[src/rtl/clk_period_meter_pkg.sv]
// Shared definitions for the clock period meter: FSM states and default widths.
package clk_period_meter_pkg;

    localparam int DEFAULT_CNT_W       = 12;
    localparam int DEFAULT_SYNC_STAGES = 2;

    typedef enum logic [1:0] {
        IDLE    = 2'd0,
        ARM     = 2'd1,
        MEASURE = 2'd2
    } state_e;

endpackage

[src/rtl/clk_period_meter_if.sv]
// Control and result bundle of the clock period meter.
interface clk_period_meter_if
    import clk_period_meter_pkg::*;
#(
    parameter int CNT_W = DEFAULT_CNT_W
);

    logic             en;
    logic             sig_in;
    logic [CNT_W-1:0] period;
    logic [CNT_W-1:0] high_time;
    logic             meas_valid;
    logic             timeout;

    modport master (
        output en,
        output sig_in,
        input  period,
        input  high_time,
        input  meas_valid,
        input  timeout
    );

    modport slave (
        input  en,
        input  sig_in,
        output period,
        output high_time,
        output meas_valid,
        output timeout
    );

endinterface

[src/rtl/clk_period_meter_sync_edge_det.sv]
// Multi-flop synchronizer for an asynchronous level plus one-cycle rise/fall strobes.
module sync_edge_det
    import clk_period_meter_pkg::*;
#(
    parameter int SYNC_STAGES = DEFAULT_SYNC_STAGES
) (
    input  logic clk,
    input  logic rst_n,
    input  logic async_i,
    output logic rise_o,
    output logic fall_o
);

    logic [SYNC_STAGES-1:0] sync_q;
    logic                   sDly_q;

    // Stage 0 samples the raw input; the last stage is the usable synchronized level.
    always_ff @(posedge clk or negedge rst_n) begin
        if (!rst_n) begin
            sync_q <= '0;
            sDly_q <= 1'b0;
        end else begin
            sync_q <= {sync_q[SYNC_STAGES-2:0], async_i};
            sDly_q <= sync_q[SYNC_STAGES-1];
        end
    end

    assign rise_o = sync_q[SYNC_STAGES-1] & ~sDly_q;
    assign fall_o = ~sync_q[SYNC_STAGES-1] & sDly_q;

endmodule

[src/rtl/clk_period_meter.sv]
// Measures period and high time of a slow asynchronous square wave in clk cycles,
// with a one-cycle valid strobe per period and a sticky timeout for a stalled input.
module clk_period_meter
    import clk_period_meter_pkg::*;
#(
    parameter int CNT_W       = DEFAULT_CNT_W,
    parameter int SYNC_STAGES = DEFAULT_SYNC_STAGES
) (
    input  logic                clk,
    input  logic                rst_n,
    clk_period_meter_if.slave   bus
);

    // Last count value before the counter would reach its all-ones maximum.
    localparam logic [CNT_W-1:0] CNT_LIMIT = {{(CNT_W-1){1'b1}}, 1'b0};

    logic             rise;
    logic             fall;
    state_e           state_q,      state_d;
    logic [CNT_W-1:0] cnt_q,        cnt_d;
    logic [CNT_W-1:0] hiCap_q,      hiCap_d;
    logic [CNT_W-1:0] period_q,     period_d;
    logic [CNT_W-1:0] highTime_q,   highTime_d;
    logic             measValid_q,  measValid_d;
    logic             timeout_q,    timeout_d;

    sync_edge_det #(
        .SYNC_STAGES (SYNC_STAGES)
    ) u_sync (
        .clk     (clk),
        .rst_n   (rst_n),
        .async_i (bus.sig_in),
        .rise_o  (rise),
        .fall_o  (fall)
    );

    always_comb begin
        state_d     = state_q;
        cnt_d       = '0;
        hiCap_d     = hiCap_q;
        period_d    = period_q;
        highTime_d  = highTime_q;
        measValid_d = 1'b0;
        timeout_d   = timeout_q;

        if (!bus.en) begin
            state_d = IDLE;
            hiCap_d = '0;
        end else begin
            case (state_q)
                IDLE: state_d = ARM;
                ARM: begin
                    if (rise) begin
                        state_d = MEASURE;
                        hiCap_d = '0;
                    end
                end
                MEASURE: begin
                    if (rise) begin
                        period_d    = cnt_q + 1'b1;
                        highTime_d  = hiCap_q;
                        measValid_d = 1'b1;
                        timeout_d   = 1'b0;
                        hiCap_d     = '0;
                    end else begin
                        cnt_d = cnt_q + 1'b1;
                        if (fall) begin
                            hiCap_d = cnt_q + 1'b1;
                        end
                        // A rise on the limit cycle still publishes; only its absence times out.
                        if (cnt_q == CNT_LIMIT) begin
                            timeout_d = 1'b1;
                            state_d   = ARM;
                        end
                    end
                end
                default: state_d = IDLE;
            endcase
        end
    end

    always_ff @(posedge clk or negedge rst_n) begin
        if (!rst_n) begin
            state_q     <= IDLE;
            cnt_q       <= '0;
            hiCap_q     <= '0;
            period_q    <= '0;
            highTime_q  <= '0;
            measValid_q <= 1'b0;
            timeout_q   <= 1'b0;
        end else begin
            state_q     <= state_d;
            cnt_q       <= cnt_d;
            hiCap_q     <= hiCap_d;
            period_q    <= period_d;
            highTime_q  <= highTime_d;
            measValid_q <= measValid_d;
            timeout_q   <= timeout_d;
        end
    end

    assign bus.period     = period_q;
    assign bus.high_time  = highTime_q;
    assign bus.meas_valid = measValid_q;
    assign bus.timeout    = timeout_q;

endmodule
[src/flat_wrapper.sv]
// flat-port wrapper written by rule: the top's interface ports become plain ports
module clk_period_meter_flat import clk_period_meter_pkg::*;
#(
    parameter int CNT_W       = DEFAULT_CNT_W,
    parameter int SYNC_STAGES = DEFAULT_SYNC_STAGES
)
  (clk, rst_n, bus_en, bus_sig_in, bus_period, bus_high_time, bus_meas_valid, bus_timeout);
  clk_period_meter_if #(.CNT_W(CNT_W)) bus_i ();
  input  logic clk;
  input  logic rst_n;
  input wire logic [$bits(bus_i.en)-1:0] bus_en;
  input wire logic [$bits(bus_i.sig_in)-1:0] bus_sig_in;
  output wire logic [$bits(bus_i.period)-1:0] bus_period;
  output wire logic [$bits(bus_i.high_time)-1:0] bus_high_time;
  output wire logic [$bits(bus_i.meas_valid)-1:0] bus_meas_valid;
  output wire logic [$bits(bus_i.timeout)-1:0] bus_timeout;
  assign bus_i.en = bus_en;
  assign bus_i.sig_in = bus_sig_in;
  assign bus_period = bus_i.period;
  assign bus_high_time = bus_i.high_time;
  assign bus_meas_valid = bus_i.meas_valid;
  assign bus_timeout = bus_i.timeout;
  clk_period_meter #(.CNT_W(CNT_W), .SYNC_STAGES(SYNC_STAGES)) u_core (.clk(clk), .rst_n(rst_n), .bus(bus_i));
endmodule
[config.mk]
export PLATFORM = sky130hd
export DESIGN_NAME = clk_period_meter_flat
export DESIGN_NICKNAME = d
export VERILOG_FILES = /design/src/rtl/clk_period_meter_pkg.sv /design/src/rtl/clk_period_meter_if.sv /design/src/rtl/clk_period_meter_sync_edge_det.sv /design/src/rtl/clk_period_meter.sv /design/src/flat_wrapper.sv
export SDC_FILE = /design/constraint.sdc
export NUM_CORES = 1
export LEC_CHECK = 0
export ABC_AREA = 0
export BUFFER_PORTS_ARGS = -buffer_cell sky130_fd_sc_hd__buf_2
export CAP_MARGIN = 20
export CORE_ASPECT_RATIO = 1.4
export CORE_MARGIN = 3
export CORE_UTILIZATION = 35
export CTS_CLUSTER_DIAMETER = 50
export CTS_CLUSTER_SIZE = 16
export DETAILED_ROUTE_END_ITERATION = 10
export PLACE_DENSITY_LB_ADDON = 0.3
export SLEW_MARGIN = 0
export SYNTH_ARGS = -nofsm -noshare
export SYNTH_HDL_FRONTEND = slang
export SYNTH_SLANG_ARGS = --single-unit
[constraint.sdc]
create_clock -name clk -period 1.65 [get_ports clk]
set_input_delay 0.495 -clock clk [delete_from_list [all_inputs] [get_ports clk]]
set_output_delay 0.495 -clock clk [all_outputs]
set_load 0.02 [all_outputs]
* Word-level counts from Yosys, hierarchy flattened
Cells that the tools add are included.
** Cells by class
- Muxes and demuxes :: 18
- Reduce and logical (&&, ||, !) cells :: 6
- Bitwise gates (word level) :: 4
- Equal/unequal tests :: 8
- Add/subtract/negate cells :: 1
** Operator list (count)
- 2-to-1 mux 12 bit :: 7
- case mux 12 bit (2 select lines) :: 1
- adder 12 x 1 -> 12 bit (second input constant) :: 1
- == test 12 bit (second input constant) :: 1
- AND reduction 3 bit :: 4
- 2-to-1 mux 2 bit :: 4
- != test 3 x 2 -> 1 bit (second input constant) :: 2
- case mux 2 bit (3 select lines) :: 1
- 2-to-1 mux 1 bit :: 5
- != test 4 x 2 -> 1 bit (second input constant) :: 1
- != test 3 x 1 -> 1 bit (second input constant) :: 1
- != test 3 bit (second input constant) :: 1
- AND 1 bit :: 2
- == test 2 x 1 -> 1 bit (second input constant) :: 1
- == test 2 bit (second input constant) :: 1
- logical NOT 2 bit :: 1
- NOT 1 bit :: 2
- nonzero test 2 bit :: 1
** Storage, ports and cells
- Register bits :: 55
- Input bits :: 4

* Depth between registers and ports, before layout
Gate-level depths: netlist (run 1).
- Word-level depth :: 6
- Depth in mapped cells :: 7
- Depth with buffers taken out :: 6

* Cells and area by module
A second synthesis (run 1) with hierarchy kept.
** Unflattened totals
- Cells, all modules :: 174
- Area, all modules :: 2170.8 µm²
** By module, submodules not included
- clk_period_meter :: cells each 169, area an instance 2080.7 µm², seq. area each 1301.2 µm², instances 1
- sync_edge_det :: cells each 5, area an instance 90.1 µm², seq. area each 75.1 µm², instances 1

* Worst setup path after synthesis (run 1)
OpenSTA, ideal clock, no wires.
- Kind :: register -> register
- Start :: reg u_core.u_sync.sync_q[1]
- End :: reg u_core.hiCap_q[0]
- Required time :: 1525 ps
- Arrival :: 1425 ps
- Path buffers :: 1
- Setup slack :: 100 ps
- Cell stages (with the launch flop) :: 5
- Clock period less this slack :: 1550 ps
- Cells stage by stage :: dfrtp_1 > ha_1 > o311a_4 > buf_6 > mux2_4
** On the way
- Word-level cells in the longest chain between the ends :: 4
- Elaborated cells on any way between the ends :: 9
** RTL lines
- start: declaration :: line clk_period_meter_sync_edge_det.sv:14 : logic [SYNC_STAGES-1:0] sync_q;
- start signal: assignment :: line clk_period_meter_sync_edge_det.sv:23 : sync_q <= {sync_q[SYNC_STAGES-2:0], async_i};
- AND 1 bit / NOT 1 bit (equally long branches) :: line clk_period_meter_sync_edge_det.sv:28, clk_period_meter_sync_edge_det.sv:29
- 2-to-1 mux 12 bit / AND 1 bit (equally long branches) :: line clk_period_meter.sv:59, clk_period_meter_sync_edge_det.sv:29
- case mux 12 bit (2 select lines) / != test 4 x 2 -> 1 bit (equally long branches)
- 2-to-1 mux 12 bit / AND reduction 3 bit (equally long branches)
- end signal: assignment :: line clk_period_meter.sv:94 : hiCap_q <= hiCap_d;
- end: declaration :: line clk_period_meter.sv:21 : logic [CNT_W-1:0] hiCap_q, hiCap_d;
Several ways; a longest one is shown, not always the timed one.
A chain may end at the register's enable or synchronous reset.

* Worst setup path in the final report (run 1)
- Start :: reg u_core.u_sync.sync_q[1]
- End :: reg u_core.hiCap_q[10]
Same word-level chain as after synthesis.

==> out/results.env, run 1 <==
AVGROUTEDWIREPERCELL_UM=13.1
DR_TOTAL_VIAS=1326
CELL_VARIETY_AFTER_SYNTH=32
LAYOUT.CELLS.NON_FILLER=279
MAPPEDNETLISTAREA_UM2=2220
CTS.SINK_COUNT=55
FINAL_AREA_UM2=2540
DETAILED_PLACE_HPWL_UM=2540
SYNTH_EDF_COUNT=0
FLOORPLAN_CORE_AREA_UM2=5990
VDD_IR_DROP_MAX_uV=320
USE_MET2=0.185
SYNTH_SEQUENTIAL_AREA_RATIO=0.620
NUMBER_OF_GLOBAL_ROUTE_VIAS_BEFORE_REPAIR=1327
FF_LATCH_AREA_UM2=1380
TIMING.CRITICAL_PATH.TO_TYPE='register'
CRITPATHREQUIREDTIME_PS=1840
DIE_H_UM=100
SYNTH_AREA_LEADER_CELL='sky130_fd_sc_hd__dfrtp_1'
CLK_ROOT_BUF='sky130_fd_sc_hd__clkbuf_8'
RR_STARTPOINT='u_core.u_sync.sync_q[1]'
FINISH.NET_COUNT=216
CAP_VIOL_MAX_COUNT=0
POSTROUTEWIRELENGTH_UM=3650
POST_ROUTE_CELLS_DRIVE_ABOVE_1_SHARE=0.311
WIRE_LENGTH_OF_THE_FIRST_GLOBAL_ROUTING_PASS_UM=6270
NETLIST.AREA_LEADER.SHARE=0.620
FINAL.FILL_COUNT=572
SYNTH_COMPOUND_GATE_AREA_SHARE=0.0728
CRITICAL_PATH_ARRIVAL_PS=1700
POST_SYNTH_MUX_AREA_SHARE=0.0948
FINAL_TOTAL_POWER_W=0.00220
DRC_ERRORS=0
YS_FF_LATCH=55
NUMBER_OF_ROWS_CREATED_AT_FLOORPLAN=33
POST_SYNTH_XOR_AREA_FRACTION=0.0395
PORTBUFFERS=29
DOMINANTREGCELLSYNTH='sky130_fd_sc_hd__dfrtp_1'
RUN_STATUS='complete, no violations'
TIMING_WORST_SLEW_PIN_VALUE_PS=283
INITIAL_UTILIZATION=0.371
DRT-INITIAL-DRC-COUNT=92
POST-SYNTH-TOP-COUNT-CELL='sky130_fd_sc_hd__dfrtp_1'
GRT_ANTENNA_BEFORE_REPAIR=0
TIMING.FINAL.MAX_SLEW_VIOLATIONS=0
ACHIEVABLE-FREQUENCY_MHz=661
DRT-PASS1-ITER-COUNT=4
POWER_DENSITY_nW_PER_UM2=866
HOLDCRITPATHCLASS='input port to asynchronous set/reset pin'
ANTENNA_DIODE_COUNT=0
TRITONCTS.NUM_BUFFERS=5
GRT.OVERFLOW.TOTAL=0
LEAKAGE_nW=1.27
FINAL.PERIOD_UTILIZATION=0.917
PLACEDINSTANCEAREA_UM2=2450
R2R-END='u_core.hiCap_q[10]'
R2R.WORST_PATH.CELLS=5
FP.DIEAREA_UM2=7340
NATURE_OF_THE_CRITICAL_PATH_STARTPOINT='register'
GRT_USE_MET1=0.132
SYNTH_TOP_CELLS_BY_COUNT='55 x sky130_fd_sc_hd__dfrtp_1, 20 x sky130_fd_sc_hd__nand2_1, 18 x sky130_fd_sc_hd__o21ai_0'
MAIN_COMBINATIONAL_CELL_FAMILY_BY_AREA_AFTER_SYNTHESIS='simple AND/OR/NAND/NOR gates'
AVGVIACOUNTPERCELL=4.75
SYN-MEAN-INSTANCE-AREA_UM2=12.7
GLOBAL_ROUTE.USAGE.TOTAL=0.111
CTS_TREE='built'
REG2REG_SETUP_SLACK_PS=140
YS_ASYNC_SR_FRACTION=1.00
YOSYS_WARNINGS=0
DPL.CELL_COUNT=271
SETUP.WORST_PATH.CLASS='register to register'
CRITICAL_PATH.MAX_FANOUT=8
POST_SYNTH_AND_OR_NAND_NOR_AREA_FRACTION=0.120
GRT.MET3_USAGE=0.0230
SYN-INSTANCE-COUNT=174
SLEW_HEADROOM=0.812
GRT.BUSIEST_LAYER='met2'
MINIMUM_CLOCK_PERIOD_PS=1510
GP_CONGESTION=0.823
SYNTHADDERAREAFRAC=0.0169
SYNTH_AREA_LEADERS='sky130_fd_sc_hd__dfrtp_1 62%, sky130_fd_sc_hd__mux2_2 6.1%, sky130_fd_sc_hd__o21ai_0 4.1%'
LARGEST_BUFFER_COUNT_ON_ANY_CLOCK_PATH=2
CLOCK_LATENCY_PS=300
MAPPEDNETLISTNETS=181
MULTI_INPUT_COMB_AREA_UM2=762
FINALSETUPVIOLCOUNT=0
FINAL_HOLD_VIOS=0
DIEWIDTH_UM=73.3
GRT_SETUP_UNREPAIRED='no'
CTSHTREEMAXLEVEL=2
TOP_LEVEL_PINS=30
FINAL.SETUP.TNS_PS=0
CLK_TRANSITION_REPORTED_PATHS_PS=90
FIN_SKEW_PS=5.34
DRT.ANTENNA.VIOLATING_NETS=0
GRT_MAX_DEGREE=56
AREA_GROWTH_PCT=14.7
## how the worst max path moves through the flow
stage                               endpoint  slack (ps)  cells after the start               startpoint
after floorplan            u_core.hiCap_q[0]         100                      4  u_core.u_sync.sync_q[1]
after global placement     u_core.hiCap_q[4]         110                      4  u_core.u_sync.sync_q[1]
after detailed placement   u_core.hiCap_q[4]          80                      4  u_core.u_sync.sync_q[1]
after CTS                  u_core.hiCap_q[4]          70                      4  u_core.u_sync.sync_q[1]
after global routing       u_core.hiCap_q[4]          30                      5          u_core.cnt_q[1]
final                     u_core.hiCap_q[10]         140                      5  u_core.u_sync.sync_q[1]
## sequential cells by signal, indices dropped and copies added (netlist names)
| register | count |
|---|---|
| u_core.u_sync.sync_q | 2 |
| u_core.state_q | 2 |
| u_core.bus.meas_valid | 1 |
| u_core.hiCap_q | 12 |
| u_core.bus.timeout | 1 |
| u_core.cnt_q | 12 |
| u_core.bus.period | 12 |
| u_core.u_sync.sDly_q | 1 |
| u_core.bus.high_time | 12 |
## layout by cell type (no fill, tap or decap), types with 2 or more instances in the layout
cell type and instances:
sky130_fd_sc_hd__dfrtp_1 55, sky130_fd_sc_hd__nand3b_1 3, sky130_fd_sc_hd__buf_12 2, sky130_fd_sc_hd__inv_1 4, sky130_fd_sc_hd__mux2_2 12, sky130_fd_sc_hd__nand4_1 3
sky130_fd_sc_hd__buf_2 29, sky130_fd_sc_hd__nand2_1 20, sky130_fd_sc_hd__clkbuf_8 6, sky130_fd_sc_hd__nor2_1 12, sky130_fd_sc_hd__mux2_4 5, sky130_fd_sc_hd__and2_1 2
sky130_fd_sc_hd__ha_1 3, sky130_fd_sc_hd__buf_4 4, sky130_fd_sc_hd__xor2_1 9, sky130_fd_sc_hd__and4_1 2, sky130_fd_sc_hd__nand3_1 6, sky130_fd_sc_hd__o21ai_0 18
## layer usage
metal / wire (um) / share of wire
met1: 1580 / 0.43
met4: 87 / 0.024
met2: 1830 / 0.50
met3: 140 / 0.038
met5: 0 / 0
## what timing repair did
item                                    CTS  global route
hold buffers                              0             0
endpoints found under the setup margin    0             3
setup buffers                             0             1
resized for setup                         0             0
## through the flow
stage	setup WS (ps)	hold WS (ps)	util
after floorplan	100	199	-
after global placement	111	353	0.409
after detailed placement	78.9	353	0.409
after CTS	65.9	183	0.424
after global routing	26.3	187	0.425
final	137	169	0.425
## kinds of logic after synthesis
group	after synthesis
adders and majority gates	3
AOI/OAI and AO/OA	25
DFF	55
and+or+nand+nor	53
buffers and inverters	11
muxes	17
xor gates and xnor gates	10
## critical path, cell delays in order, from the launching register on
cell	delay, ps
sky130_fd_sc_hd__dfrtp_1	390
sky130_fd_sc_hd__ha_1	320
sky130_fd_sc_hd__o311a_4	370
sky130_fd_sc_hd__buf_4	180
sky130_fd_sc_hd__nand2_1	60
sky130_fd_sc_hd__o21ai_0	70
## power by group
part           internal [W]  total (W)  switching (W)  leakage, nW
clock              0.000330   0.000741       0.000410       0.0470
sequential          0.00136    0.00137     0.00000842        0.759
combinational     0.0000324  0.0000935      0.0000612        0.467
total               0.00172    0.00220       0.000480         1.27
## cell type report
class	instances	share of cell area
clock buffer	6	0.0325
clock inverter	1	0.00197
inverter	4	0.00590
multi-input combinational	108	0.300
sequential	55	0.541
tap	70	0.0344
timing repair buffer	35	0.0846
Note: power is estimated with default switching activity, not from simulation.
==> inputs of run 2 (changes only) <==
--- a/config.mk
+++ b/config.mk
@@ -5,7 +5,7 @@
 export SDC_FILE = /design/constraint.sdc
 export NUM_CORES = 1
 export LEC_CHECK = 0
-export ABC_AREA = 0
+export ABC_AREA = 1
 export BUFFER_PORTS_ARGS = -buffer_cell sky130_fd_sc_hd__buf_2
 export CAP_MARGIN = 20
 export CORE_ASPECT_RATIO = 1.4
==> run 2 against run 1 <==
  * Worst setup slack better by 51 ps
  * First-iteration DRC count is 27% lower
  * Hold slack better by 2.4 ps
  * Wire length is 14% higher
  * Synthesized cell count is 44% higher
  * Global-route usage is 1.6 points higher
  * Final area is 4.2% higher
  * Clock skew hardly changed
  * Combinational power is 45% higher
  * Critical endpoint is now u_core.hiCap_q[5]
  * Largest cell class unchanged
  * Highest routed layer unchanged
==> out/results.env, run 2 <==
RUN_STATUS='complete, no violations'  # unchanged
MULTI_INPUT_COMB_AREA_UM2=792  # was 762 um^2
INTERNAL_POWER_W=0.00178  # was 0.00172 W
POWER.SHARE.SEQUENTIAL=0.594  # was 0.621
POWER_DENSITY_nW_PER_UM2=875  # was 866 nW/um^2
AVGROUTEDWIREPERCELL_UM=11.6  # was 13.1 um
SYN-INSTANCE-COUNT=251  # was 174
AREA_GROWTH_PCT=14.6  # was 14.7%
R2R-END='u_core.hiCap_q[5]'  # was u_core.hiCap_q[10]
TIMING.CRITICAL_PATH.TO_TYPE='register'  # unchanged
FINAL_AREA_UM2=2650  # was 2540 um^2
HOLDCRITPATHCLASS='input port to asynchronous set/reset pin'  # unchanged
YS_FF_LATCH=55  # unchanged
POST-CTS-SETUP-BUFFERS=0  # unchanged
CLOCK_LATENCY_PS=310  # was 300 ps
TOP_LEVEL_PINS=30  # unchanged
CTS.SINK_COUNT=55  # unchanged
CRIT_START='u_core.u_sync.sync_q[1]'  # unchanged
PORTBUFFERS=29  # unchanged
DRT-INITIAL-DRC-COUNT=67  # was 92
ACHIEVABLE-FREQUENCY_MHz=684  # was 661 MHz
SYNTH_TOP_CELLS_BY_COUNT='84 x sky130_fd_sc_hd__nand2_1, 55 x sky130_fd_sc_hd__dfrtp_1, 21 x sky130_fd_sc_hd__inv_1'  # was 55 x sky130_fd_sc_hd__dfrtp_1, 20 x sky130_fd_sc_hd__nand2_1, 18 x sky130_fd_sc_hd__o21ai_0
SYNTH_EDF_COUNT=0  # unchanged
FF_LATCH_AREA_UM2=1380  # unchanged
CRITPATHREQUIREDTIME_PS=1900  # was 1840 ps
GRT_ANTENNA_BEFORE_REPAIR=0  # unchanged
VDD_IR_DROP_MAX_uV=418  # was 320 uV
FIN_SKEW_PS=5.06  # was 5.34 ps
LAYOUT_COMMONEST_CELL='sky130_fd_sc_hd__nand2_1'  # was sky130_fd_sc_hd__dfrtp_1
TRITONCTS.NUM_BUFFERS=5  # unchanged
SLEW_HEADROOM=0.775  # was 0.812
FINAL_HOLD_VIOS=0  # unchanged
FLOORPLAN_CORE_AREA_UM2=6300  # was 5990 um^2
P_SWITCHING_W=0.000535  # was 0.000480 W
INITIAL_UTILIZATION=0.367  # was 0.371
NUMBER_OF_GLOBAL_ROUTE_VIAS_BEFORE_REPAIR=1684  # was 1327
MAPPEDNETLISTNETS=258  # was 181
FINAL.FILL_COUNT=658  # was 572
GRT.OVERFLOW.TOTAL=0  # unchanged
TIMING_WORST_SLEW_PIN_VALUE_PS=337  # was 283 ps
DIE_H_UM=102  # was 100 um
MINIMUM_CLOCK_PERIOD_PS=1460  # was 1510 ps
DIEWIDTH_UM=74.7  # was 73.3 um
SETUP_SLACK_PS=188  # was 137 ps
DR_TOTAL_VIAS=1673  # was 1326
DOMINANTREGCELLSYNTH='sky130_fd_sc_hd__dfrtp_1'  # unchanged
DRT-PASS1-ITER-COUNT=4  # unchanged
PRECTSSETUPSLACK_PS=-36.0  # was 78.9 ps
POSTROUTEWIRELENGTH_UM=4160  # was 3650 um
FINALSETUPVIOLCOUNT=0  # unchanged
WIRE_LENGTH_OF_THE_FIRST_GLOBAL_ROUTING_PASS_UM=7510  # was 6270 um
SYN-MEAN-INSTANCE-AREA_UM2=9.21  # was 12.7 um^2
SETUP.WORST_PATH.CLASS='register to register'  # unchanged
PWR-SHARE-CLK=0.348  # was 0.336
RR_STARTPOINT='u_core.u_sync.sync_q[1]'  # unchanged
LEAKAGE_nW=1.35  # was 1.27 nW
COMBINATIONALPOWERSHARE=0.059  # was 0.042
POST_ROUTE_CELLS_DRIVE_ABOVE_1_SHARE=0.189  # was 0.311
GRT_MAX_DEGREE=56  # unchanged
YOSYS_WARNINGS=0  # unchanged
CTSHTREEMAXLEVEL=2  # unchanged
CELL_VARIETY_AFTER_SYNTH=21  # was 32
SYNTH_SEQUENTIAL_AREA_RATIO=0.595  # was 0.620
TIMING.FINAL.MAX_SLEW_VIOLATIONS=0  # unchanged
LARGEST_BUFFER_COUNT_ON_ANY_CLOCK_PATH=2  # unchanged
REG2REG_SETUP_SLACK_PS=190  # was 140 ps
DRT.ANTENNA.VIOLATING_NETS=0  # unchanged
LAYOUT.CELLS.NON_FILLER=357  # was 279
CAP_VIOL_MAX_COUNT=0  # unchanged
FP.DIEAREA_UM2=7630  # was 7340 um^2
R2R.WORST_PATH.CELLS=7  # was 5
SYNTH_AREA_LEADER_CELL='sky130_fd_sc_hd__dfrtp_1'  # unchanged
PLACEDINSTANCEAREA_UM2=2540  # was 2450 um^2
CRITICAL_PATH.MAX_FANOUT=17  # was 8
MAPPEDNETLISTAREA_UM2=2310  # was 2220 um^2
FINISH.NET_COUNT=291  # was 216
NATURE_OF_THE_CRITICAL_PATH_STARTPOINT='register'  # unchanged
FINAL.PERIOD_UTILIZATION=0.886  # was 0.917
GLOBAL_ROUTE.USAGE.TOTAL=0.127  # was 0.111
AVGVIACOUNTPERCELL=4.69  # was 4.75
CLK_ROOT_BUF='sky130_fd_sc_hd__clkbuf_8'  # unchanged
GP_CONGESTION=0.762  # was 0.823
DPL.CELL_COUNT=349  # was 271
ANTENNA_DIODE_COUNT=0  # unchanged
DRC_ERRORS=0  # unchanged
YS_ASYNC_SR_FRACTION=1.00  # unchanged
CTS_STAGE_HOLD_BUFFER_COUNT=0  # unchanged
CTS_TREE='built'  # unchanged
CRITICAL_PATH_ARRIVAL_PS=1710  # was 1700 ps
MOSTFREQUENTLAYOUTCELLS='83 x sky130_fd_sc_hd__nand2_1, 55 x sky130_fd_sc_hd__dfrtp_1, 29 x sky130_fd_sc_hd__buf_2'  # was 55 x sky130_fd_sc_hd__dfrtp_1, 29 x sky130_fd_sc_hd__buf_2, 20 x sky130_fd_sc_hd__nand2_1
SYNTH_AREA_LEADERS='sky130_fd_sc_hd__dfrtp_1 60%, sky130_fd_sc_hd__nand2_1 14%, sky130_fd_sc_hd__inv_1 3.4%'  # was sky130_fd_sc_hd__dfrtp_1 62%, sky130_fd_sc_hd__mux2_2 6.1%, sky130_fd_sc_hd__o21ai_0 4.1%
POST-SYNTH-TOP-COUNT-CELL='sky130_fd_sc_hd__nand2_1'  # was sky130_fd_sc_hd__dfrtp_1
FINAL.SETUP.TNS_PS=0  # unchanged
NETLIST.AREA_LEADER.SHARE=0.595  # was 0.620
TIMING.CRITICAL_PATH.TO='u_core.hiCap_q[5]'  # was u_core.hiCap_q[10]
CLK_TRANSITION_REPORTED_PATHS_PS=90  # about the same
DETAILED_PLACE_HPWL_UM=2980  # was 2540 um
POST_CTS_REPAIR_RESIZE_COUNT=0  # unchanged
SWSHARE=0.231  # was 0.218
GRT_SETUP_UNREPAIRED='no'  # unchanged
NUMBER_OF_ROWS_CREATED_AT_FLOORPLAN=34  # was 33
-- run 2: cell types whose count changed in the layout (fill, tap and decap cells not counted), moves of 3 or more --
cell	change
sky130_fd_sc_hd__inv_1	+17
sky130_fd_sc_hd__inv_2	+4
sky130_fd_sc_hd__mux2_2	-12
sky130_fd_sc_hd__mux2_4	-5
sky130_fd_sc_hd__nand2_1	+63
sky130_fd_sc_hd__nand2_2	+3
sky130_fd_sc_hd__nand3_1	+8
sky130_fd_sc_hd__nand4_1	+4
sky130_fd_sc_hd__o21ai_0	-6
sky130_fd_sc_hd__o21ai_1	+8
-- run 2: worst min path at each step --
| stage | endpoint | slack [ps] | depth (start not counted) |
|---|---|---|---|
| floorplan | u_core.bus.high_time[0] | 200 | 0 |
| global placement | u_core.u_sync.sync_q[1] | 330 | 0 |
| detailed placement | u_core.u_sync.sync_q[1] | 340 | 0 |
| CTS | u_core.bus.high_time[6] | 180 | 2 |
| global route | u_core.bus.high_time[6] | 180 | 2 |
| finish | u_core.bus.high_time[6] | 170 | 2 |
-- run 2: area by class of cell --
class,instances,share of cell area
Multi-Input combinational cell,163,0.299
Timing Repair Buffer,33,0.0708
Inverter,26,0.0378
Tap cell,72,0.0340
Clock buffer,7,0.0364
Clock inverter,1,0.00283
Sequential cell,55,0.519
-- run 2: cells by family (layout without fill, tap and decap cells) --
logic type                 after synthesis  after routing  synth area share
DFF                                     55             55             0.595
AOI/OAI and AO/OA                       25             25            0.0568
buffers and inverters                   33             67            0.0655
and+or+nand+nor                        126            126             0.232
xor gates and xnor gates                 9              9            0.0341
adders and majority gates                3              3            0.0162
-- run 2: critical path, cell delays in order, from the launching register on --
cell	delay, ps
sky130_fd_sc_hd__dfrtp_1	390
sky130_fd_sc_hd__ha_1	280
sky130_fd_sc_hd__nand3b_1	150
sky130_fd_sc_hd__nand3_1	90
sky130_fd_sc_hd__nand2_2	70
sky130_fd_sc_hd__inv_2	220
sky130_fd_sc_hd__nand3_1	130
sky130_fd_sc_hd__nand2_1	70
-- run 2: per-stage QoR --
| step | utilization | hold WS (ps) | power (W) |
|---|---|---|---|
| floorplan | - | 199 | 0.00148 |
| global placement | 0.403 | 333 | 0.00154 |
| detailed placement | 0.403 | 342 | 0.00155 |
| CTS | 0.419 | 180 | 0.00235 |
| global route | 0.421 | 180 | 0.00242 |
| finish | 0.421 | 171 | 0.00232 |
-- run 2: power groups by stage --
stage,logic (W),clock network (W),registers (W)
2_1_floorplan,0.0000662,0,0.00141
3_3_place_gp,0.000139,0,0.00140
3_5_place_dp,0.000141,0,0.00140
4_1_cts,0.000141,0.000835,0.00138
5_1_grt,0.000158,0.000886,0.00138
6_report,0.000136,0.000807,0.00138
-- run 2: per-layer routing --
layer / part of all wire / GRT usage
met5: 0 / 0
met4: 0.019 / 0.0575
met1: 0.43 / 0.144
met2: 0.51 / 0.225
met3: 0.035 / 0.0266
